==> src/rtl/dram_arbiter_pkg.sv <==
// Shared definitions for the DRAM arbiter: FSM encoding, DRAM geometry and
// a helper that sizes saturating counters.
package dram_arbiter_pkg;

  typedef enum logic {
    S_CPU = 1'b0,
    S_DBG = 1'b1
  } state_e;

  localparam int          DRAM_ADDR_W    = 14;
  localparam logic [31:0] DRAM_BASE_ADDR = 32'h4000;

  // Bits needed to hold 0..max_val; never narrower than one bit.
  function automatic int cnt_width(input int max_val);
    return (max_val < 1) ? 1 : $clog2(max_val + 1);
  endfunction

endpackage

==> src/rtl/dram_arbiter_sat_counter.sv <==
// Saturating up-counter with synchronous clear; clear dominates increment.
module sat_counter #(
  parameter int WIDTH = 4,
  parameter int LIMIT = 8
) (
  input  logic             clk,
  input  logic             rst,
  input  logic             clr_i,
  input  logic             inc_i,
  output logic [WIDTH-1:0] cnt_o
);

  logic [WIDTH-1:0] cnt_q, cnt_d;

  always_comb begin
    cnt_d = cnt_q;
    if (clr_i) begin
      cnt_d = '0;
    end else if (inc_i && (cnt_q < WIDTH'(LIMIT))) begin
      cnt_d = cnt_q + 1'b1;
    end
  end

  always_ff @(posedge clk) begin
    if (rst) begin
      cnt_q <= '0;
    end else begin
      cnt_q <= cnt_d;
    end
  end

  assign cnt_o = cnt_q;

endmodule

==> src/rtl/dram_arbiter.sv <==
// Single-port DRAM arbiter: CPU MEM stage has priority, the debug port gets
// idle-cycle beats plus a bounded burst window once it has starved long enough.
module dram_arbiter
  import dram_arbiter_pkg::*;
#(
  parameter int          ADDR_W     = DRAM_ADDR_W,
  parameter int          DATA_W     = 32,
  parameter logic [31:0] BASE_ADDR  = DRAM_BASE_ADDR,
  parameter int          MAX_BURST  = 4,
  parameter int          STARVE_LIM = 8
) (
  input  logic              clk,
  input  logic              rst,
  input  logic              cpu_req,
  input  logic              cpu_we,
  input  logic [31:0]       cpu_addr,
  input  logic [DATA_W-1:0] cpu_wdata,
  output logic [DATA_W-1:0] cpu_rdata,
  output logic              cpu_stall,
  input  logic              dbg_req,
  input  logic              dbg_we,
  input  logic [ADDR_W-1:0] dbg_addr,
  input  logic [DATA_W-1:0] dbg_wdata,
  input  logic              dbg_last,
  output logic              dbg_gnt,
  output logic              dbg_rvalid,
  output logic [DATA_W-1:0] dbg_rdata,
  output logic [ADDR_W-1:0] mem_a,
  output logic              mem_we,
  output logic [DATA_W-1:0] mem_d,
  input  logic [DATA_W-1:0] mem_spo
);

  localparam int SW = cnt_width(STARVE_LIM);
  localparam int BW = cnt_width(MAX_BURST - 1);

  state_e            state_q, state_d;
  logic [SW-1:0]     starve_cnt;
  logic [BW-1:0]     beat_cnt;
  logic              cpu_gnt;
  logic              enter_dbg;
  logic              burst_done;
  logic              starve_clr, starve_inc, beat_inc;
  logic [31:0]       cpu_off;
  logic [ADDR_W-1:0] cpu_word;
  logic              unused_addr_bits;
  logic              rvalid_q, rvalid_d;
  logic [DATA_W-1:0] rdata_q, rdata_d;

  // Byte address relative to the DRAM window; upper bits drop, so it wraps.
  assign cpu_off          = cpu_addr - BASE_ADDR;
  assign cpu_word         = cpu_off[ADDR_W+1:2];
  assign unused_addr_bits = ^{cpu_off[31:ADDR_W+2], cpu_off[1:0]};

  always_comb begin
    state_d    = state_q;
    cpu_gnt    = 1'b0;
    dbg_gnt    = 1'b0;
    cpu_stall  = 1'b0;
    enter_dbg  = 1'b0;
    burst_done = 1'b0;
    case (state_q)
      S_CPU: begin
        cpu_gnt = cpu_req;
        dbg_gnt = ~cpu_req & dbg_req;
        // Denied cycle that would push the starvation count to its limit.
        if (cpu_req && dbg_req && (starve_cnt == SW'(STARVE_LIM - 1))) begin
          state_d   = S_DBG;
          enter_dbg = 1'b1;
        end
      end
      S_DBG: begin
        dbg_gnt    = dbg_req;
        cpu_stall  = cpu_req;
        burst_done = ~dbg_req | dbg_last | (beat_cnt == BW'(MAX_BURST - 1));
        if (burst_done) begin
          state_d = S_CPU;
        end
      end
      default: state_d = S_CPU;
    endcase
    if (rst) begin
      state_d    = S_CPU;
      cpu_gnt    = 1'b0;
      dbg_gnt    = 1'b0;
      cpu_stall  = 1'b0;
      enter_dbg  = 1'b0;
      burst_done = 1'b0;
    end
  end

  always_ff @(posedge clk) begin
    if (rst) begin
      state_q <= S_CPU;
    end else begin
      state_q <= state_d;
    end
  end

  assign starve_clr = dbg_gnt | enter_dbg;
  assign starve_inc = dbg_req & ~dbg_gnt;
  assign beat_inc   = (state_q == S_DBG) & dbg_gnt & ~burst_done;

  sat_counter #(
    .WIDTH (SW),
    .LIMIT (STARVE_LIM)
  ) u_starve_cnt (
    .clk   (clk),
    .rst   (rst),
    .clr_i (starve_clr),
    .inc_i (starve_inc),
    .cnt_o (starve_cnt)
  );

  sat_counter #(
    .WIDTH (BW),
    .LIMIT (MAX_BURST - 1)
  ) u_beat_cnt (
    .clk   (clk),
    .rst   (rst),
    .clr_i (enter_dbg),
    .inc_i (beat_inc),
    .cnt_o (beat_cnt)
  );

  assign mem_a     = dbg_gnt ? dbg_addr : cpu_word;
  assign mem_we    = cpu_gnt ? cpu_we : (dbg_gnt ? dbg_we : 1'b0);
  assign mem_d     = dbg_gnt ? dbg_wdata : cpu_wdata;
  assign cpu_rdata = mem_spo;

  assign rvalid_d = dbg_gnt & ~dbg_we;
  assign rdata_d  = rvalid_d ? mem_spo : rdata_q;

  always_ff @(posedge clk) begin
    if (rst) begin
      rvalid_q <= 1'b0;
      rdata_q  <= '0;
    end else begin
      rvalid_q <= rvalid_d;
      rdata_q  <= rdata_d;
    end
  end

  // Reset cycles drop any read response still in flight.
  assign dbg_rvalid = rvalid_q & ~rst;
  assign dbg_rdata  = rst ? '0 : rdata_q;

endmodule

==> config.mk <==
export PLATFORM = sky130hd
export DESIGN_NAME = dram_arbiter
export DESIGN_NICKNAME = d
export VERILOG_FILES = /design/src/rtl/dram_arbiter_pkg.sv /design/src/rtl/dram_arbiter_sat_counter.sv /design/src/rtl/dram_arbiter.sv
export SDC_FILE = /design/constraint.sdc
export NUM_CORES = 1
export LEC_CHECK = 0
export ABC_AREA = 1
export BUFFER_PORTS_ARGS = -buffer_cell sky130_fd_sc_hd__buf_4
export CAP_MARGIN = 25
export CORE_AREA = 5 5 98 100
export DETAILED_ROUTE_END_ITERATION = 6
export DIE_AREA = 0 0 103 105
export GPL_ROUTABILITY_DRIVEN = 0
export PLACE_DENSITY_LB_ADDON = 0.08
export SYNTH_ARGS = -nofsm -noshare
export SYNTH_HDL_FRONTEND = slang
export SYNTH_HIERARCHICAL = 1
export SYNTH_SLANG_ARGS = --single-unit
==> constraint.sdc <==
create_clock -name clk -period 1.5 [get_ports clk]
set_input_delay 0.225 -clock clk [delete_from_list [all_inputs] [get_ports clk]]
set_output_delay 0.225 -clock clk [all_outputs]
set_load 0.02 [all_outputs]
* Word level (Yosys, flattened, before mapping)
Index checks and enable logic that the tools add are counted.
Cells by class: equality and inequality tests 2, reductions and logical operators 6, mux-type cells 18, magnitude comparators 2, bitwise gates (word level) 16, add/subtract/negate cells 3
Operators by type and width (number):
- 32-bit two-way mux | 2
- 16-bit by 15-bit subtractor with 16-bit output (second input constant) | 1
- 14-bit two-way mux | 1
- 1-bit two-way mux | 13
- 1-bit NOT | 7
- 1-bit AND | 6
- 4-bit by 1-bit adder with 4-bit output (second input constant) | 1
- 4-bit by 3-bit equality test with 1-bit output (second input constant) | 1
- 1-bit logical AND | 4
- 4-bit < comparator (second input constant) | 1
- 1-bit case mux with 2 select lines | 2
- 2-bit OR reduction | 2
- 1-bit bitwise OR | 3
- 2-bit by 1-bit adder with 2-bit output (second input constant) | 1
- 2-bit equality test (second input constant) | 1
- 2-bit < comparator (second input constant) | 1
Storage, ports and cells: output and inout port bits 114, register bits 40, logic and storage cells 52

* Depth between registers and ports, before layout
Gate-level depths: netlist of the first run.
depth after elaboration 8, mapped depth 11, gate-level depth less buffers 10

* Cells and area by module
Netlist of the first run, hierarchy kept.
By module, submodules not included:
- dram_arbiter | cells each 517, times used 1, area each 2771.4 sq um
- sat_counter (u_starve_cnt) | cells each 28, times used 1, area each 191.4 sq um
- sat_counter (u_beat_cnt) | cells each 16, times used 1, area each 106.4 sq um

* Worst setup path before layout of the first run
OpenSTA, ideal clock, no wires.
path type register to output, from register state_q, to output port mem_we, path slack 0.045 ns, cell stages (with the launch flop) 7, data required time 1.275 ns, buffers on the path 2, arrival 1.230 ns, cell sequence dfxtp_1 inv_1 nand2_2 nand2_2 buf_4 buf_2 o22ai_1
On the way: cells in the longest elaborated chain, start to end 5, elaborated cells between the ends (all ways) 7, classes of those cells mux (6); bitwise (1)
Ends and longest elaborated chain:
- start: declaration | line dram_arbiter.sv:37 | state_e state_q, state_d;
- start signal: assignment | line dram_arbiter.sv:96 | state_q <= state_d;
- 1-bit NOT
- 1-bit case mux with 2 select lines | line dram_arbiter.sv:62 | case (state_q)
- 1-bit two-way mux | line dram_arbiter.sv:82 | if (rst) begin
- 1-bit two-way mux | line dram_arbiter.sv:127 | assign mem_we = cpu_gnt ? cpu_we : (dbg_gnt ? dbg_we : 1'b0);
- 1-bit two-way mux (*) | line dram_arbiter.sv:127
- end: declaration | line dram_arbiter.sv:29 | output logic mem_we,
Every way passes the cells marked *; elsewhere a longest branch is shown, timed or not.

* Final worst setup path of the first run
from register state_q, to output port mem_d[20]
On the way: cells in the longest elaborated chain, start to end 4
Ends and longest elaborated chain:
- 1-bit NOT
- 1-bit case mux with 2 select lines (*) | line dram_arbiter.sv:62
- 1-bit two-way mux (*) | line dram_arbiter.sv:82
- 32-bit two-way mux (*) | line dram_arbiter.sv:128 | assign mem_d = dbg_gnt ? dbg_wdata : cpu_wdata;
- end: declaration | line dram_arbiter.sv:30 | output logic [DATA_W-1:0] mem_d,
Marks and branches as above.

==> impl_metrics.json, run 1 <==
{
  "drive_gt1_share_pct": 48.9,
  "wl_per_cell_um": 14.2,
  "clk_latency_ns": 0.29,
  "io_pins": 263,
  "cap_violations": 0,
  "ctsLongestPathBuffers": 2,
  "dieArea_um2": 10800,
  "tightest_slew_ns": 0.358,
  "ys_async_sr_fraction_pct": 0,
  "critPathBufInv": 4,
  "crit_path_end_kind": "output pin",
  "antenna_found_initial": 0,
  "drt_iter0_markers": 136,
  "leakage_nw": 3.22,
  "final_area_um2": 5750,
  "ys_seq_area_share_pct": 26.1,
  "slowest_delay_ns": 0.34,
  "worstPathRequired_ns": 1.27,
  "root_buffer": "clkbuf_8",
  "dp_hpwl_um": 8510,
  "drc": 0,
  "peakVddDrop_uv": 346,
  "start_util_pct": 35.7,
  "clk_pin_slew_ns": 0.07,
  "post_dp_cell_area_um2": 4810,
  "vias": 4011,
  "fin_crit_ns": 1.66,
  "multi_input_area_um2": 1760,
  "yosysWarnings": 6,
  "violations": "negative setup slack",
  "grt_pass1_vias": 3555,
  "p_per_area_nw_per_um2": 571,
  "cts_made_buffers": 5,
  "ys_seq_elements": 40,
  "slew_viol_final": 0,
  "tns_ns": -6.01,
  "worstPathMaxFanout": 8,
  "syn_to_final_growth_pct": 87.3,
  "firstDrtPassIters": 4,
  "grt_pass1_wl_um": 17600,
  "die_y_um": 105,
  "viasPerCell": 4.49,
  "slowest_stage": "dfxtp_2",
  "synth_edf_count": 0,
  "status": "complete, but fails checks",
  "grt.overflow.total": 0,
  "final-hold-violation-count": 0,
  "critPathKind": "flop to output pin",
  "rows": 34,
  "ys_types": 21,
  "antenna_left": 0,
  "rsz0062_at_grt": "true",
  "synth_area_per_cell_um2": 5.47,
  "syn_nets": 712,
  "clock.fmax_mhz": 603,
  "cts_tree": "done",
  "netlist_instances": 561,
  "crit_arrival_ns": 1.43,
  "final_nets": 936,
  "fin_crit_sh_pct": 111,
  "cts_hold_buf": 0,
  "clock-sinks": 40,
  "wl_um": 12700,
  "regArea_um2": 802,
  "startpoint_type": "flop",
  "worst_path_most_repeated_cell": "nand2_2",
  "slew_headroom_pct": 76.1,
  "final-setup-viol-count": 48,
  "ys.flop_type": "dfxtp_1",
  "core_area_um2": 8590,
  "finClkSkew_ns": 0.00237,
  "setup_ws_ns": -0.158,
  "grt_max_degree": 36,
  "track_usage_pct": 20.1,
  "hp-class": "input pin to flop",
  "filler_cell_count": 773,
  "chipWidth_um": 103,
  "htree_levels": 2,
  "synth_area_um2": 3070,
  "final_util_pct": 66.9,
  "port_buffers": 244,
  "crit_family": "buffers and inverters",
  "path_cells": "inv_2 -> nand2_4 -> nand2_8 -> buf_12 -> clkbuf_16 -> nand2_2 -> nand2_2 -> buf_6",
  "antennaDiodeCount": 0
}
## synth_stat cells (2+ instances only)
cell      number  area, um2
nand2_2        2       12.5
inv_1        111        417
nor2_2         2       12.5
nand2_1      210        788
nand3_1        5       25.0
clkinv_1       2       7.51
nand4_1       34        213
buf_4         33        248
inv_2          2       7.51
nor2_1        81        304
dfxtp_1       40        801
clkbuf_1       8       30.0
o21ai_0        4       20.0
ha_1           2       25.0
buf_2         19       95.1
## metrics by stage
| step | cells | total power [mW] | hold slack (ns) | setup slack [ns] |
|---|---|---|---|---|
| floorplan | 561 | 1.74 | 0.381 | 0.0451 |
| global placement | 867 | 2.28 | 0.492 | 0.0302 |
| detailed placement | 867 | 2.29 | 0.505 | -0.00949 |
| CTS | 885 | 3.18 | 0.209 | -0.137 |
| global route | 894 | 3.46 | 0.224 | -0.213 |
| finish | 894 | 3.28 | 0.211 | -0.158 |
## power by group
part	internal [mW]	switching, mW	total (mW)
logic	0.713	0.711	1.42
clock network	0.376	0.370	0.746
registers	1.10	0.0130	1.11
total	2.19	1.09	3.28
## flip-flops by register name, indices dropped and copies added, names as in the netlist
name / cells
rdata_q: 32
u_starve_cnt/cnt_o: 4
u_beat_cnt/cnt_o: 2
rvalid_q: 1
state_q: 1
## routing by layer
layer | up-vias | share of wire [%] | track usage (%)
met3 | 16 | 6.8 | 3.80
li1 | 2057 | - | -
met5 | - | 0 | 0
met1 | 1807 | 39 | 25.9
met4 | 0 | 1.5 | 3.61
met2 | 131 | 53 | 34.9
## worst min-delay path: cells and delay by family
kind                   cells  cell delay (ns)
and+or+nand+nor            3             0.16
buffers and inverters      1             0.08
## cell usage in the layout (no fill, tap or decap), types with 2 or more instances in the layout
master | netlist | final
buf_4 | 33 | 215
nand2_1 | 210 | 123
inv_1 | 111 | 110
nor2_1 | 81 | 79
nand2_2 | 2 | 77
buf_6 | 1 | 47
dfxtp_1 | 40 | 39
nand4_1 | 34 | 34
nand2_4 | 0 | 11
clkbuf_8 | 0 | 6
buf_12 | 0 | 6
buf_16 | 0 | 5
clkbuf_16 | 0 | 5
nand3_1 | 5 | 5
nor2_2 | 2 | 4
o21ai_0 | 4 | 3
inv_2 | 2 | 2
clkinv_1 | 2 | 2
clkbuf_1 | 8 | 2
ha_1 | 2 | 2
## cell families (layout without fill, tap and decap cells)
logic type | Yosys count | in the layout | synth area share (%)
AND/OR/NAND/NOR | 336 | 336 | 45.1
buffers and inverters | 176 | 401 | 26.6
flip-flops | 40 | 40 | 26.1
AO/OA/AOI/OAI | 6 | 6 | 1.10
adder cells (fa/ha/maj) | 2 | 2 | 0.815
XOR/XNOR | 1 | 1 | 0.285
## cell type report
cell class,count,share of cell area [%]
clock buffer,8,1.57
timing repair buffer,278,43.9
inverter,115,7.60
tap,108,2.35
sequential,40,14.0
multi-input combinational,345,30.6
## worst paths after layout
kind                                                 end  cells after the start  slack (ns)                     start
worst max-delay path                           mem_d[20]                      8       -0.16        state_q$_SDFF_PP0_
worst min-delay path                  state_q$_SDFF_PP0_                      4        0.21                  dbg_last
worst max register to register  rdata_q[17]$_SDFFE_PP0P_                     10        0.04        state_q$_SDFF_PP0_
worst min register to register  rdata_q[28]$_SDFFE_PP0P_                      4        0.52  rdata_q[28]$_SDFFE_PP0P_
## repair_timing
| action | in CTS | in global routing |
|---|---|---|
| buffers inserted | 5 | 4 |
| pin swaps | 4 | 45 |
| gates cloned | 5 | 5 |
| hold endpoints to repair | 0 | 0 |
| setup endpoints to repair | 48 | 70 |
| gates resized for setup | 76 | 91 |
Note: power is estimated with default switching activity, not from simulation.
==> inputs of run 2 (changes only) <==
Settings changed: CORE_AREA 5 5 98 100 to 4 4 100 102, CTS_BUF_LIST from default to sky130_fd_sc_hd__clkbuf_16, DIE_AREA 0 0 103 105 to 0 0 104 106, PLACE_DENSITY from default to 0.7, PLACE_DENSITY_LB_ADDON 0.08 to default.
==> run 2 against run 1 <==
The flow still finishes with violations (negative setup slack). Sequential power barely moved. Power rose by 9.3%. Die area rose by 1.9%. Hold slack improved by 0.016 ns. Clock power rose by 35%. Critical endpoint is now mem_a[6]. Largest cell class unchanged.
==> impl_metrics.json, run 2 (same netlist as run 1, synthesis figures left out) <==
{
  "slowest_stage": "dfxtp_2",
  "met2_length_um": 7010,
  "fin_hold_ws_ns": 0.228,
  "tightest_slew_ns": 0.345,
  "viasPerCell": 4.46,
  "fin_crit_sh_pct": 108,
  "clock.fmax_mhz": 616,
  "path_cells": "inv_2 -> nand2_4 -> nand2_8 -> inv_8 -> buf_12 -> clkbuf_16 -> nand2_4 -> nand2_2 -> buf_6",
  "dieArea_um2": 11000,
  "critPathKind": "flop to output pin",
  "cap_violations": 0,
  "worstPathRequired_ns": 1.27,
  "clk_latency_ns": 0.28,
  "syn_to_final_growth_pct": 94.9,
  "final_cell_mix": "209 x buf_4, 110 x inv_1, 104 x nand2_1, 80 x nor2_1, 76 x nand2_2",
  "wl_um": 13000,
  "root_buffer": "clkbuf_16",
  "cts_tree": "done",
  "wl_met1_um": 4940,
  "rows": 35,
  "slew_viol_final": 0,
  "largest_register_ff_count": 32,
  "crit_arrival_ns": 1.40,
  "p_per_area_nw_per_um2": 599,
  "vias": 3994,
  "final_nets": 935,
  "peakVddDrop_uv": 472,
  "drc": 0,
  "grt.overflow.total": 0,
  "start_util_pct": 33.7,
  "clk_pin_slew_ns": 0.06,
  "cts_made_buffers": 5,
  "leakage_nw": 3.45,
  "violations": "negative setup slack",
  "slowest_delay_ns": 0.32,
  "htree_levels": 2,
  "status": "complete, but fails checks",
  "tns_ns": -4.53,
  "grt_max_degree": 34,
  "regMostFlops": "rdata_q",
  "fin_crit_ns": 1.62,
  "die_y_um": 106,
  "firstDrtPassIters": 6,
  "setup_ws_ns": -0.123,
  "slew_headroom_pct": 77.0,
  "clock-sinks": 40,
  "drt_iter0_markers": 207,
  "top_layer_used": "met4",
  "hp-class": "input pin to flop",
  "drive_gt1_share_pct": 51.5,
  "track_usage_pct": 20.6,
  "dp_cells": 872,
  "final_common_cell": "buf_4",
  "wl_per_cell_um": 14.5,
  "grt_pass1_wl_um": 18900,
  "ctsLongestPathBuffers": 2,
  "finalPower_mw": 3.58,
  "port_buffers": 244,
  "core_area_um2": 9110,
  "stdcell_count": 896,
  "worst_path_most_repeated_cell": "nand2_4",
  "finClkSkew_ns": 0.00253,
  "crit_path_end_kind": "output pin",
  "final-hold-violation-count": 0,
  "rsz0062_at_grt": "true",
  "cts_hold_buf": 0,
  "final_area_um2": 5980,
  "antennaDiodeCount": 0,
  "final-setup-viol-count": 47,
  "dp_hpwl_um": 8750,
  "chipWidth_um": 104,
  "io_pins": 263,
  "wl_met3_um": 756,
  "antenna_found_initial": 0,
  "startpoint_type": "flop",
  "antenna_left": 0,
  "post_dp_cell_area_um2": 4810,
  "grt_pass1_vias": 3962,
  "worstPathMaxFanout": 6
}
[run 2: cell count changes in the layout (fill, tap and decap cells not counted), moves of 2 or more]
cell	change
nand2_4	+20
nand2_1	-19
buf_4	-6
clkbuf_8	-6
clkbuf_16	+4
buf_6	+3
buf_12	+2
clkbuf_1	-2
clkinv_2	+2
[run 2: critical path: cells and delay by family, from the launching register on]
family	cells	cell delay [ns]
and+or+nand+nor	4	0.26
buffers and inverters	5	0.53
DFF	1	0.32
[run 2: final cells by class]
type / instances / area (um2)
Fill cell: 787 / 3130
Clock buffer: 5 / 125
Sequential cell: 40 / 802
Clock inverter: 3 / 13.8
Multi-Input combinational cell: 345 / 1920
Timing Repair Buffer: 277 / 2540
Inverter: 115 / 439
Tap cell: 111 / 139
[run 2: timing repair]
action | in CTS | in global routing
setup endpoints to repair | 47 | 51
resized for setup | 135 | 86
setup buffers | 5 | 2
endpoints found under the hold margin | 0 | 0
gates cloned | 5 | 5
pin swaps | 17 | 32
[run 2: stage by stage]
stage,util (%),setup WS (ns)
finish,65.7,-0.123
global placement,52.8,0.0665
detailed placement,52.8,0.0348
global route,65.7,-0.163
floorplan,-,0.0451
CTS,61.1,-0.111
[run 2: worst paths after layout]
kind / startpoint / endpoint / slack [ns] / cells after the start
setup / recovery: state_q$_SDFF_PP0_ / mem_a[6] / -0.12 / 9
hold / removal: dbg_last / state_q$_SDFF_PP0_ / 0.23 / 4
setup reg to reg: state_q$_SDFF_PP0_ / u_starve_cnt/cnt_o[2]$_SDFFE_PP0P_ / 0.06 / 11
hold reg to reg: rdata_q[21]$_SDFFE_PP0P_ / rdata_q[21]$_SDFFE_PP0P_ / 0.52 / 4
[run 2: report_power, final]
part	leakage, nW	switching, mW	internal, mW
logic	3.05	0.741	0.722
registers	0.326	0.0142	1.10
clock network	0.0710	0.405	0.604
[run 2: per-layer routing]
metal	up-vias	GRT usage (%)
met4	0	4.84
li1	2049	-
met3	18	4.68
met1	1802	23.7
met2	125	38.7
met5	-	0
